File: config.mk
export PLATFORM = sky130hd
export DESIGN_NAME = led_event_flasher
export DESIGN_NICKNAME = d
export VERILOG_FILES = /design/src/rtl/led_event_flasher.sv
export SDC_FILE = /design/constraint.sdc
export NUM_CORES = 1
export LEC_CHECK = 0
export CAP_MARGIN = 20
export CORE_MARGIN = 2
export CORE_UTILIZATION = 35
export DETAILED_ROUTE_END_ITERATION = 10
export DONT_BUFFER_PORTS = 1
export PLACE_DENSITY_LB_ADDON = 0.25
export SYNTH_ARGS = -nofsm -noshare
export SYNTH_HDL_FRONTEND = slang
export SYNTH_SLANG_ARGS = --single-unit
File: constraint.sdc
create_clock -name clk -period 2.1 [get_ports clk]
set_clock_uncertainty 0.2 [all_clocks]
set_input_delay 0.315 -clock clk [delete_from_list [all_inputs] [get_ports clk]]
set_output_delay 0.315 -clock clk [all_outputs]
set_load 0.05 [all_outputs]
File: src/rtl/led_event_flasher.sv
// Turns single-cycle game-event pulses (miss/hit/sunk/win) into tick-paced LED patterns,
// with a one-deep pending slot so an event arriving mid-pattern plays next.
//
// state | meaning
// IDLE  | LEDs dark, any event accepted
// SHOW  | MISS/HIT/SUNK pattern stepping on tick, one event may queue
// WIN   | alternating AA/55 until clr, events refused
module led_event_flasher #(
    parameter int MISS_BLINKS = 2,
    parameter int HIT_BLINKS  = 3,
    parameter int SUNK_LAPS   = 2
) (
    input  logic       clk,
    input  logic       rst_n,
    input  logic       tick,
    input  logic       evt_valid,
    input  logic [1:0] evt_code,
    output logic       evt_ready,
    output logic       evt_drop,
    input  logic       clr,
    output logic [7:0] led,
    output logic       busy
);
    localparam int MISS_LAST = 2 * MISS_BLINKS - 1;
    localparam int HIT_LAST  = 2 * HIT_BLINKS - 1;
    localparam int SUNK_LAST = 8 * SUNK_LAPS - 1;
    localparam int MAX_LAST  = (MISS_LAST > HIT_LAST) ?
                               ((MISS_LAST > SUNK_LAST) ? MISS_LAST : SUNK_LAST) :
                               ((HIT_LAST > SUNK_LAST) ? HIT_LAST : SUNK_LAST);
    // at least 3 bits so the chase position is always step[2:0]
    localparam int SW = ($clog2(MAX_LAST + 1) < 3) ? 3 : $clog2(MAX_LAST + 1);

    localparam logic [1:0] C_MISS = 2'd0;
    localparam logic [1:0] C_HIT  = 2'd1;
    localparam logic [1:0] C_WIN  = 2'd3;

    typedef enum logic [1:0] {S_IDLE, S_SHOW, S_WIN} state_t;

    state_t        state, state_nxt;
    logic [SW-1:0] step, step_nxt;
    logic [1:0]    code, code_nxt;
    logic [7:0]    led_nxt;
    logic          pend_valid, pend_valid_nxt;
    logic [1:0]    pend_code, pend_code_nxt;
    logic          accept, at_end, do_start;
    logic [1:0]    start_code;

    function automatic logic [7:0] frame(input logic [1:0] c, input logic [SW-1:0] s);
        case (c)
            C_MISS:  frame = s[0] ? 8'h00 : 8'h01;
            C_HIT:   frame = s[0] ? 8'h00 : 8'hFF;
            default: frame = 8'h01 << s[2:0];
        endcase
    endfunction

    function automatic logic [SW-1:0] last_step(input logic [1:0] c);
        case (c)
            C_MISS:  last_step = SW'(MISS_LAST);
            C_HIT:   last_step = SW'(HIT_LAST);
            default: last_step = SW'(SUNK_LAST);
        endcase
    endfunction

    always_ff @(posedge clk or negedge rst_n) begin
        if (!rst_n) begin
            state      <= S_IDLE;
            step       <= '0;
            code       <= '0;
            led        <= 8'h00;
            pend_valid <= 1'b0;
            pend_code  <= '0;
            busy       <= 1'b0;
            evt_drop   <= 1'b0;
        end else begin
            state      <= state_nxt;
            step       <= step_nxt;
            code       <= code_nxt;
            led        <= led_nxt;
            pend_valid <= pend_valid_nxt;
            pend_code  <= pend_code_nxt;
            busy       <= (state_nxt != S_IDLE);
            evt_drop   <= evt_valid & ~evt_ready;
        end
    end

    always_comb begin
        state_nxt      = state;
        step_nxt       = step;
        code_nxt       = code;
        led_nxt        = led;
        pend_valid_nxt = pend_valid;
        pend_code_nxt  = pend_code;
        do_start       = 1'b0;
        start_code     = evt_code;
        at_end         = tick & (step == last_step(code));
        case (state)
            S_IDLE: begin
                if (accept) do_start = 1'b1;
            end
            S_SHOW: begin
                if (at_end) begin
                    if (pend_valid) begin
                        do_start       = 1'b1;
                        start_code     = pend_code;
                        pend_valid_nxt = 1'b0;
                    end else if (accept) begin
                        do_start = 1'b1;
                    end else begin
                        state_nxt = S_IDLE;
                        step_nxt  = '0;
                        led_nxt   = 8'h00;
                    end
                end else begin
                    if (tick) begin
                        step_nxt = step + SW'(1);
                        led_nxt  = frame(code, step + SW'(1));
                    end
                    if (accept) begin
                        pend_valid_nxt = 1'b1;
                        pend_code_nxt  = evt_code;
                    end
                end
            end
            S_WIN: begin
                if (clr) begin
                    state_nxt      = S_IDLE;
                    led_nxt        = 8'h00;
                    pend_valid_nxt = 1'b0;
                end else if (tick) begin
                    led_nxt = (led == 8'hAA) ? 8'h55 : 8'hAA;
                end
            end
            default: state_nxt = S_IDLE;
        endcase
        if (do_start) begin
            code_nxt = start_code;
            step_nxt = '0;
            if (start_code == C_WIN) begin
                state_nxt = S_WIN;
                led_nxt   = 8'hAA;
            end else begin
                state_nxt = S_SHOW;
                led_nxt   = frame(start_code, '0);
            end
        end
    end

    always_comb begin
        evt_ready = (state == S_IDLE) | ((state == S_SHOW) & ~pend_valid);
        accept    = evt_valid & evt_ready;
    end
endmodule

==> results.py, run 1 <==
metrics = {
    "run_status": {
        "status": "finished, violations left",
        "violations": "setup timing",
    },
    "logic_synthesis": {
        "synth_nets": 165,
        "synthCells": 153,
        "synth_edf_count": 0,
        "synth.avg_cell_area_sq_um": 9.11,
        "ys_ff_latch": 21,
        "netlist_top_cells_count": "21 x dfrtp_1, 15 x nand2_1, 9 x nor2_1",
        "synth.most_common_cell": "dfrtp_1",
        "ys_types": 47,
        "async_flop_share": 1.00,
        "synth_ff_type": "dfrtp_1",
        "yosysTopAreaCell": "dfrtp_1",
        "syn-cell-area_sq_mm": 0.00139,
        "synth_seq_area_share": 0.377,
        "synth_area_leaders": "dfrtp_1 38%, ha_1 4.5%, o31ai_1 4.3%, nand2_1 4.0%, a31oi_1 3.6%",
        "yosys_warnings": 0,
        "yosys.area.top_type_share": 0.377,
    },
    "power_and_ir_drop": {
        "power_density_mw_per_mm2": 1510,
        "leakagePower_uw": 0.000786,
        "ir_worst_vdd_mv": 0.460,
    },
    "sta": {
        "fin_hold_ws_ns": 0.0529,
        "fmax_mhz": 434,
        "setup_violations": 17,
        "fin_crit_ns": 2.31,
        "rsz0062_at_grt": "true",
        "slew_violations": 0,
        "worst_pin_slew_ns": 0.958,
        "finalHoldViolCount": 0,
        "min_period_over_period": 1.10,
        "setup_slack_ns": -0.207,
        "slew-limit-headroom": 0.359,
    },
    "global_routing": {
        "grt_remaining_overflow": 0,
        "grt_max_degree": 22,
        "track_usage": 0.183,
        "grt_antenna_before_repair": 0,
        "grt_first_pass_wirelength_mm": 6.18,
        "grt_pass1_vias": 1316,
    },
    "final_layout": {
        "finalNonFillerCells": 232,
        "nNetsFinal": 197,
        "final_util": 0.478,
        "area_delta_synth_final_pct": 28.5,
        "drive_gt1_frac": 0.283,
        "antenna_cells": 0,
    },
    "setup_path": {
        "start_kind": "flop",
        "cp.arrival_ns": 2.28,
        "path_max_fanout": 3,
        "endpoint_kind": "flop",
        "worst-setup-path-type": "reg -> reg",
        "critical_path_required_ns": 2.07,
    },
    "drt": {
        "drt_wl_total_mm": 3.51,
        "wl_per_cell_um": 15.1,
        "drc": 0,
        "route.vias.total": 1253,
        "vias_per_cell": 5.40,
        "antenna_left": 0,
        "firstDrtPassIters": 4,
        "drtIter0Drc": 70,
    },
    "die": {
        "io_pins": 18,
        "die_h_um": 67.1,
        "fp.dieW_um": 67.1,
        "die_area_sq_mm": 0.00450,
        "row_count": 22,
        "coreArea_sq_mm": 0.00374,
        "start_util": 0.372,
    },
    "job": {
        "maxCapViolations": 0,
    },
    "clock_network": {
        "numClockSinks": 21,
        "cts_made_buffers": 3,
        "clock-root-buffer": "clkbuf_8",
        "clockBufferDepth": 2,
        "clk_pin_slew_ns": 0.08,
        "clk_latency_ns": 0.26,
        "cts_htree_levels": 1,
        "cts_tree": "done",
    },
    "placed_design": {
        "io_buffer_count": 0,
        "dp_hpwl_mm": 2.65,
        "dp.cells": 220,
        "gp_congestion": 0.848,
    },
    "worst_hold_path": {
        "hold_path.class": "in -> reg",
    },
}
-- final timing paths --
path                                startpoint                   to  slack [ns]  cells past startpoint
min reg2reg                step[3]$_DFFE_PN0P_  step[3]$_DFFE_PN0P_        0.38                      2
min                                evt_code[1]  code[1]$_DFFE_PN0P_        0.05                      2
max                        code[1]$_DFFE_PN0P_   led[4]$_DFFE_PN0P_       -0.21                      7
max in group asynchronous                rst_n  code[0]$_DFFE_PN0P_        0.67                      1
min in group asynchronous                rst_n   state[0]$_DFF_PN0_        0.45                      1
max reg2reg                code[1]$_DFFE_PN0P_   led[4]$_DFFE_PN0P_       -0.21                      7
-- final cells by class --
| type | count | area (sq um) |
|---|---|---|
| multi-input cells | 117 | 846 |
| clock buffers | 4 | 45.0 |
| fillers | 381 | 1950 |
| repair buffers | 36 | 292 |
| well taps | 48 | 60.1 |
| inverters | 6 | 22.5 |
| flip-flops and latches | 21 | 526 |
-- through the flow --
step / total power (uW) / TNS (ns) / instance area, sq um / setup slack (ns)
floorplan: 1830 / -1.74 / 1410 / -0.202
detailed placement: 2300 / -4.01 / 1620 / -0.291
global route: 2900 / -3.82 / 1790 / -0.280
global placement: 2280 / -2.86 / 1620 / -0.214
finish: 2690 / -2.51 / 1790 / -0.207
CTS: 2680 / -2.36 / 1770 / -0.183
-- routing by layer --
| metal | part of all wire | global-route usage | wire [um] |
|---|---|---|---|
| met5 | 0 | 0 | 0 |
| met4 | 0.015 | 0.0714 | 51 |
| met3 | 0.030 | 0.0321 | 106 |
| met2 | 0.48 | 0.298 | 1690 |
| met1 | 0.47 | 0.238 | 1660 |
-- registers in the layout (all words and copies together) (netlist names) --
name and count:
code 2, led 8, evt_drop 1, pend_code 2
busy 1, pend_valid 1, state 2, step 4
-- layout by cell type (no fill, tap or decap), types with 2 or more instances in the layout --
cell and instances:
nand3_1 4, nor3_1 4, mux2_4 2, nand2_1 15, inv_1 6, a221oi_1 2, or2_2 2, nand2b_1 2
dfrtp_1 21, a21oi_4 2, clkbuf_8 3, nor4bb_1 2, o21a_1 4, a31oi_1 8, ha_1 5, o31ai_1 8
o21ai_1 3, nor3b_1 2, buf_6 3, dlygate4sd3_1 4, xor2_1 2, buf_4 29, nor2b_1 4, xnor2_1 2
a21oi_1 6, and2_1 2, o21ai_0 3, nor2_1 9, nand4_1 3
-- where the power goes --
group          total (uW)  switching (uW)  internal (uW)  leakage, uW
clock                 274             139            135    0.0000228
sequential            784             216            568     0.000260
combinational        1640             943            693     0.000503
-- logic make-up (layout without fill, tap and decap cells) --
logic type / Yosys count / in the layout / synth area share
and+or+nand+nor: 58 / 58 / 0.234
AOI/OAI and AO/OA: 47 / 47 / 0.241
DFF: 21 / 21 / 0.377
buffers and inverters: 15 / 46 / 0.0548
adders and majority gates: 5 / 5 / 0.0449
xor gates and xnor gates: 4 / 4 / 0.0251
muxes: 3 / 3 / 0.0233
-- what timing repair did --
action                                  in CTS  in global routing
pin swaps                                    8                  0
hold endpoints to repair                    24                  0
hold buffers                                 4                  0
resized for setup                           11                  3
buffers inserted                             4                  0
endpoints found under the setup margin      19                 20
-- worst max-delay path: stages (launching register included) --
cell      delay (ns)
dfrtp_1         0.40
or4b_4          0.54
buf_4           0.15
a311oi_4        0.26
buf_4           0.17
nand4b_1        0.11
o311a_1         0.17
o31ai_1         0.20
(Power assumes the default switching activity.)
==> run 2, diff against run 1 <==
Settings changed: SKIP_LAST_GASP set to 1.
==> results.py, run 2 (synthesis results as in run 1) <==
metrics = {
    "power_and_ir_drop": {
        "comb_power_share": 0.605,
        "ir_worst_vdd_mv": 0.461,
        "sw_frac_of_total": 0.480,
        "power_density_mw_per_mm2": 1510,
        "intPower_uw": 1390,
        "p_clk_frac": 0.101,
        "leakagePower_uw": 0.000781,
        "sequentialPowerShare": 0.293,
        "switching_power_uw": 1290,
    },
    "drt": {
        "firstDrtPassIters": 4,
        "route.vias.total": 1267,
        "met3_length_um": 113,
        "vias_per_cell": 5.46,
        "wl_per_cell_um": 15.2,
        "wl_met2_mm": 1.69,
        "wl_met1_mm": 1.67,
        "drc": 0,
        "antenna_left": 0,
        "highest_layer": "met4",
        "drtIter0Drc": 95,
        "drt_wl_total_mm": 3.52,
    },
    "final_layout": {
        "top_regs": "led x8, step x4",
        "drive_gt1_frac": 0.277,
        "regMostFlops": "led",
        "antenna_cells": 0,
        "area_delta_synth_final_pct": 27.3,
        "nNetsFinal": 197,
        "finalNonFillerCells": 232,
        "mostFrequentLayoutCells": "30 x buf_4, 21 x dfrtp_1, 15 x nand2_1",
        "final_util": 0.474,
        "n_fill_cell": 388,
        "largest_register_ffs": 8,
        "final_common_cell": "buf_4",
    },
    "run_status": {
        "violations": "setup timing",
        "status": "finished, violations left",
    },
    "setup_path": {
        "start_kind": "flop",
        "r2r-end": "led[4]$_DFFE_PN0P_",
        "critical_path_required_ns": 2.07,
        "cp.arrival_ns": 2.27,
        "rrSetupSlack_ns": -0.20,
        "r2r_start": "code[1]$_DFFE_PN0P_",
        "path_max_fanout": 3,
        "worst-setup-path-type": "reg -> reg",
        "worstSetupStartpoint": "code[1]$_DFFE_PN0P_",
        "endpoint_kind": "flop",
        "r2r_cells": 7,
    },
    "placed_design": {
        "io_buffer_count": 0,
        "gp_congestion": 0.848,
        "dp.cells": 220,
        "dp_worst_setup_slack_ns": -0.291,
        "dp_hpwl_mm": 2.65,
    },
    "worst_hold_path": {
        "hold_path.class": "in -> reg",
        "hold_start": "evt_code[1]",
        "min_path_cells": 2,
        "min_to": "code[1]$_DFFE_PN0P_",
    },
    "clock_network": {
        "cts_htree_levels": 1,
        "cts_tree": "done",
        "clockBufferDepth": 2,
        "clk_pin_slew_ns": 0.08,
        "clk_latency_ns": 0.26,
        "clock-root-buffer": "clkbuf_8",
        "cts_made_buffers": 3,
        "numClockSinks": 21,
    },
    "sta": {
        "finalSetupTns_ns": -2.52,
        "setup_violations": 17,
        "rsz0062_at_grt": "true",
        "slew_violations": 0,
        "slew-limit-headroom": 0.359,
        "worst_pin_slew_ns": 0.958,
        "setup_slack_ns": -0.203,
        "fin_hold_ws_ns": 0.0519,
        "fmax_mhz": 434,
        "finalHoldViolCount": 0,
        "fin_crit_ns": 2.30,
        "min_period_over_period": 1.10,
    },
    "die": {
        "io_pins": 18,
        "fp.dieW_um": 67.1,
        "row_count": 22,
        "die_area_sq_mm": 0.00450,
        "die_h_um": 67.1,
        "coreArea_sq_mm": 0.00374,
        "start_util": 0.372,
    },
    "job": {
        "maxCapViolations": 0,
    },
    "global_routing": {
        "track_usage": 0.183,
        "grt_pass1_vias": 1316,
        "grt_max_degree": 22,
        "grt_remaining_overflow": 0,
        "grt_antenna_before_repair": 0,
        "grt_first_pass_wirelength_mm": 6.18,
    },
}
run 2: timing repair:
action	CTS	global route
endpoints found under the hold margin	24	0
resized for setup	11	0
pin swaps	8	0
hold buffers	4	0
endpoints found under the setup margin	19	20
buffers inserted	4	0
run 2: area by class of cell:
type,instances,area [sq um],area share
well taps,48,60.1,0.0339
multi-input cells,117,833,0.470
inverters,6,22.5,0.0127
flip-flops and latches,21,526,0.296
clock buffers,4,45.0,0.0254
repair buffers,36,288,0.162
run 2: worst max-delay path: stages, from the launching register on:
cell	delay, ns
dfrtp_1	0.40
or4b_4	0.54
buf_4	0.15
a311oi_4	0.26
buf_4	0.17
nand4b_1	0.11
o311a_1	0.17
o31ai_1	0.20
run 2: worst max-delay path by stage:
stage | end | slack, ns | cells past startpoint
finish | led[4]$_DFFE_PN0P_ | -0.20 | 7
global route | led[0]$_DFFE_PN0P_ | -0.28 | 6
CTS | led[4]$_DFFE_PN0P_ | -0.18 | 5
detailed placement | step[0]$_DFFE_PN0P_ | -0.29 | 6
global placement | step[0]$_DFFE_PN0P_ | -0.21 | 6
floorplan | led[1]$_DFFE_PN0P_ | -0.20 | 8
run 2: metal layers:
layer | up-vias | global-route usage
met5 | - | 0
met4 | 0 | 0.0714
met3 | 4 | 0.0321
met2 | 17 | 0.298
met1 | 620 | 0.238
li1 | 626 | -
run 2: per-stage QoR:
stage | instance area, sq um | total power, uW
global placement | 1620 | 2280
global route | 1770 | 2890
detailed placement | 1620 | 2300
floorplan | 1410 | 1830
finish | 1770 | 2680
CTS | 1770 | 2680
run 2: power by group through the flow:
stage / sequential, uW / clock (uW) / combinational [uW]
finish: 786 / 272 / 1620
CTS: 786 / 278 / 1620
global route: 813 / 301 / 1770
detailed placement: 796 / 0 / 1510
floorplan: 964 / 0 / 868
global placement: 784 / 0 / 1490
==> run 3, diff against run 2 <==
Settings changed: MAX_ROUTING_LAYER set to met4.
==> results.py, run 3 (synthesis results as in run 1) <==
metrics = {
    "sta": {
        "fin_crit_ns": 2.31,
        "fmax_mhz": 434,
        "rsz0062_at_grt": "true",
        "slew-limit-headroom": 0.366,
        "worst_pin_slew_ns": 0.949,
        "setup_violations": 17,
        "finalHoldViolCount": 0,
        "slew_violations": 0,
        "setup_slack_ns": -0.206,
        "fin_hold_ws_ns": 0.0520,
        "min_period_over_period": 1.10,
    },
    "final_layout": {
        "nNetsFinal": 197,
        "top_regs": "led x8, step x4",
        "area_delta_synth_final_pct": 27.3,
        "mostFrequentLayoutCells": "30 x buf_4, 21 x dfrtp_1, 15 x nand2_1",
        "largest_register_ffs": 8,
        "antenna_cells": 0,
        "final_util": 0.474,
        "drive_gt1_frac": 0.277,
        "final_common_cell": "buf_4",
        "regMostFlops": "led",
    },
    "drt": {
        "drtIter0Drc": 76,
        "antenna_left": 0,
        "drc": 0,
        "route.vias.total": 1262,
        "firstDrtPassIters": 4,
        "wl_met2_mm": 1.68,
        "met3_length_um": 114,
        "highest_layer": "met4",
        "wl_per_cell_um": 15.2,
        "drt_wl_total_mm": 3.52,
        "wl_met1_mm": 1.68,
        "vias_per_cell": 5.44,
    },
    "die": {
        "die_h_um": 67.1,
        "io_pins": 18,
        "fp.dieW_um": 67.1,
        "row_count": 22,
        "coreArea_sq_mm": 0.00374,
        "die_area_sq_mm": 0.00450,
        "start_util": 0.372,
    },
    "setup_path": {
        "r2r_cells": 7,
        "path_max_fanout": 3,
        "worst-setup-path-type": "reg -> reg",
        "crit_chain": "or4b_4 -> buf_4 -> a311oi_4 -> buf_4 -> nand4b_1 -> o311a_1 -> o31ai_1",
        "slowest_delay_ns": 0.54,
        "crit_path_end": "led[4]$_DFFE_PN0P_",
        "r2r_start": "code[1]$_DFFE_PN0P_",
        "path_buf_inv": 2,
        "cp.arrival_ns": 2.28,
        "crit_top_cell": "buf_4",
        "crit_cells": 7,
        "endpoint_kind": "flop",
        "r2r-end": "led[4]$_DFFE_PN0P_",
        "critical_path_required_ns": 2.07,
        "start_kind": "flop",
        "worstSetupStartpoint": "code[1]$_DFFE_PN0P_",
        "rrSetupSlack_ns": -0.21,
        "worst_path_dominant_cell_family": "simple AND/OR/NAND/NOR gates",
        "critPathSlowestCell": "or4b_4",
    },
    "power_and_ir_drop": {
        "sw_frac_of_total": 0.480,
        "intPower_uw": 1390,
        "ir_worst_vdd_mv": 0.460,
        "sequentialPowerShare": 0.293,
        "power_density_mw_per_mm2": 1510,
        "switching_power_uw": 1290,
        "p_clk_frac": 0.101,
        "comb_power_share": 0.605,
        "leakagePower_uw": 0.000781,
    },
    "global_routing": {
        "grt_antenna_before_repair": 0,
        "grt_pass1_vias": 1317,
        "track_usage": 0.188,
        "grt_remaining_overflow": 0,
        "grt_max_degree": 22,
        "grt_first_pass_wirelength_mm": 6.17,
    },
    "placed_design": {
        "gp_congestion": 0.861,
        "io_buffer_count": 0,
        "dp_worst_setup_slack_ns": -0.291,
        "dp_hpwl_mm": 2.65,
    },
    "clock_network": {
        "cts_htree_levels": 1,
        "clockBufferDepth": 2,
        "cts_tree": "done",
        "numClockSinks": 21,
        "cts_made_buffers": 3,
        "clock-root-buffer": "clkbuf_8",
        "clk_latency_ns": 0.26,
        "clk_pin_slew_ns": 0.08,
    },
    "run_status": {
        "violations": "setup timing",
        "status": "finished, violations left",
    },
    "job": {
        "maxCapViolations": 0,
    },
    "worst_hold_path": {
        "min_path_cells": 2,
        "hold_path.class": "in -> reg",
    },
}
run 3: final cells by class:
type	count	area, sq um
Timing Repair Buffer	36	288
Multi-Input combinational cell	117	833
Inverter	6	22.5
Sequential cell	21	526
Clock buffer	4	45.0
Tap cell	48	60.1
Fill cell	388	1970
run 3: power by group through the flow:
| stage | Sequential, uW | Clock [uW] | Combinational, uW |
|---|---|---|---|
| floorplan | 964 | 0 | 868 |
| global placement | 784 | 0 | 1490 |
| detailed placement | 796 | 0 | 1510 |
| CTS | 786 | 278 | 1620 |
| global route | 813 | 299 | 1770 |
| finish | 785 | 272 | 1620 |
run 3: worst min-delay path by stage:
stage | slack [ns] | endpoint | startpoint
floorplan | -0.18 | busy$_DFF_PN0_ | rst_n
global placement | -0.18 | led[4]$_DFFE_PN0P_ | rst_n
detailed placement | -0.18 | led[6]$_DFFE_PN0P_ | rst_n
CTS | 0.06 | code[1]$_DFFE_PN0P_ | evt_code[1]
global route | 0.08 | step[1]$_DFFE_PN0P_ | tick
finish | 0.05 | code[1]$_DFFE_PN0P_ | evt_code[1]
run 3: stage by stage:
| step | instance area, sq um | setup TNS, ns | total power [uW] | std cells |
|---|---|---|---|---|
| after CTS | 1770 | -2.36 | 2680 | 232 |
| after global routing | 1770 | -3.90 | 2880 | 232 |
| after floorplan | 1410 | -1.74 | 1830 | 153 |
| after global placement | 1620 | -2.86 | 2280 | 220 |
| final | 1770 | -2.52 | 2680 | 232 |
| after detailed placement | 1620 | -4.01 | 2300 | 220 |
run 3: per-layer routing:
layer / up-vias / GRT usage
li1: 627 / -
met1: 612 / 0.235
met2: 19 / 0.301
met3: 4 / 0.0321
met4: 0 / 0.0714
met5: - / -
run 3: timing repair:
action                     CTS  global route
setup buffers                4             0
gates resized for setup     11             0
setup endpoints to repair   19            20
gates cloned                 0             0
pin swaps                    8             0
hold endpoints to repair    24             0
hold buffers                 4             0
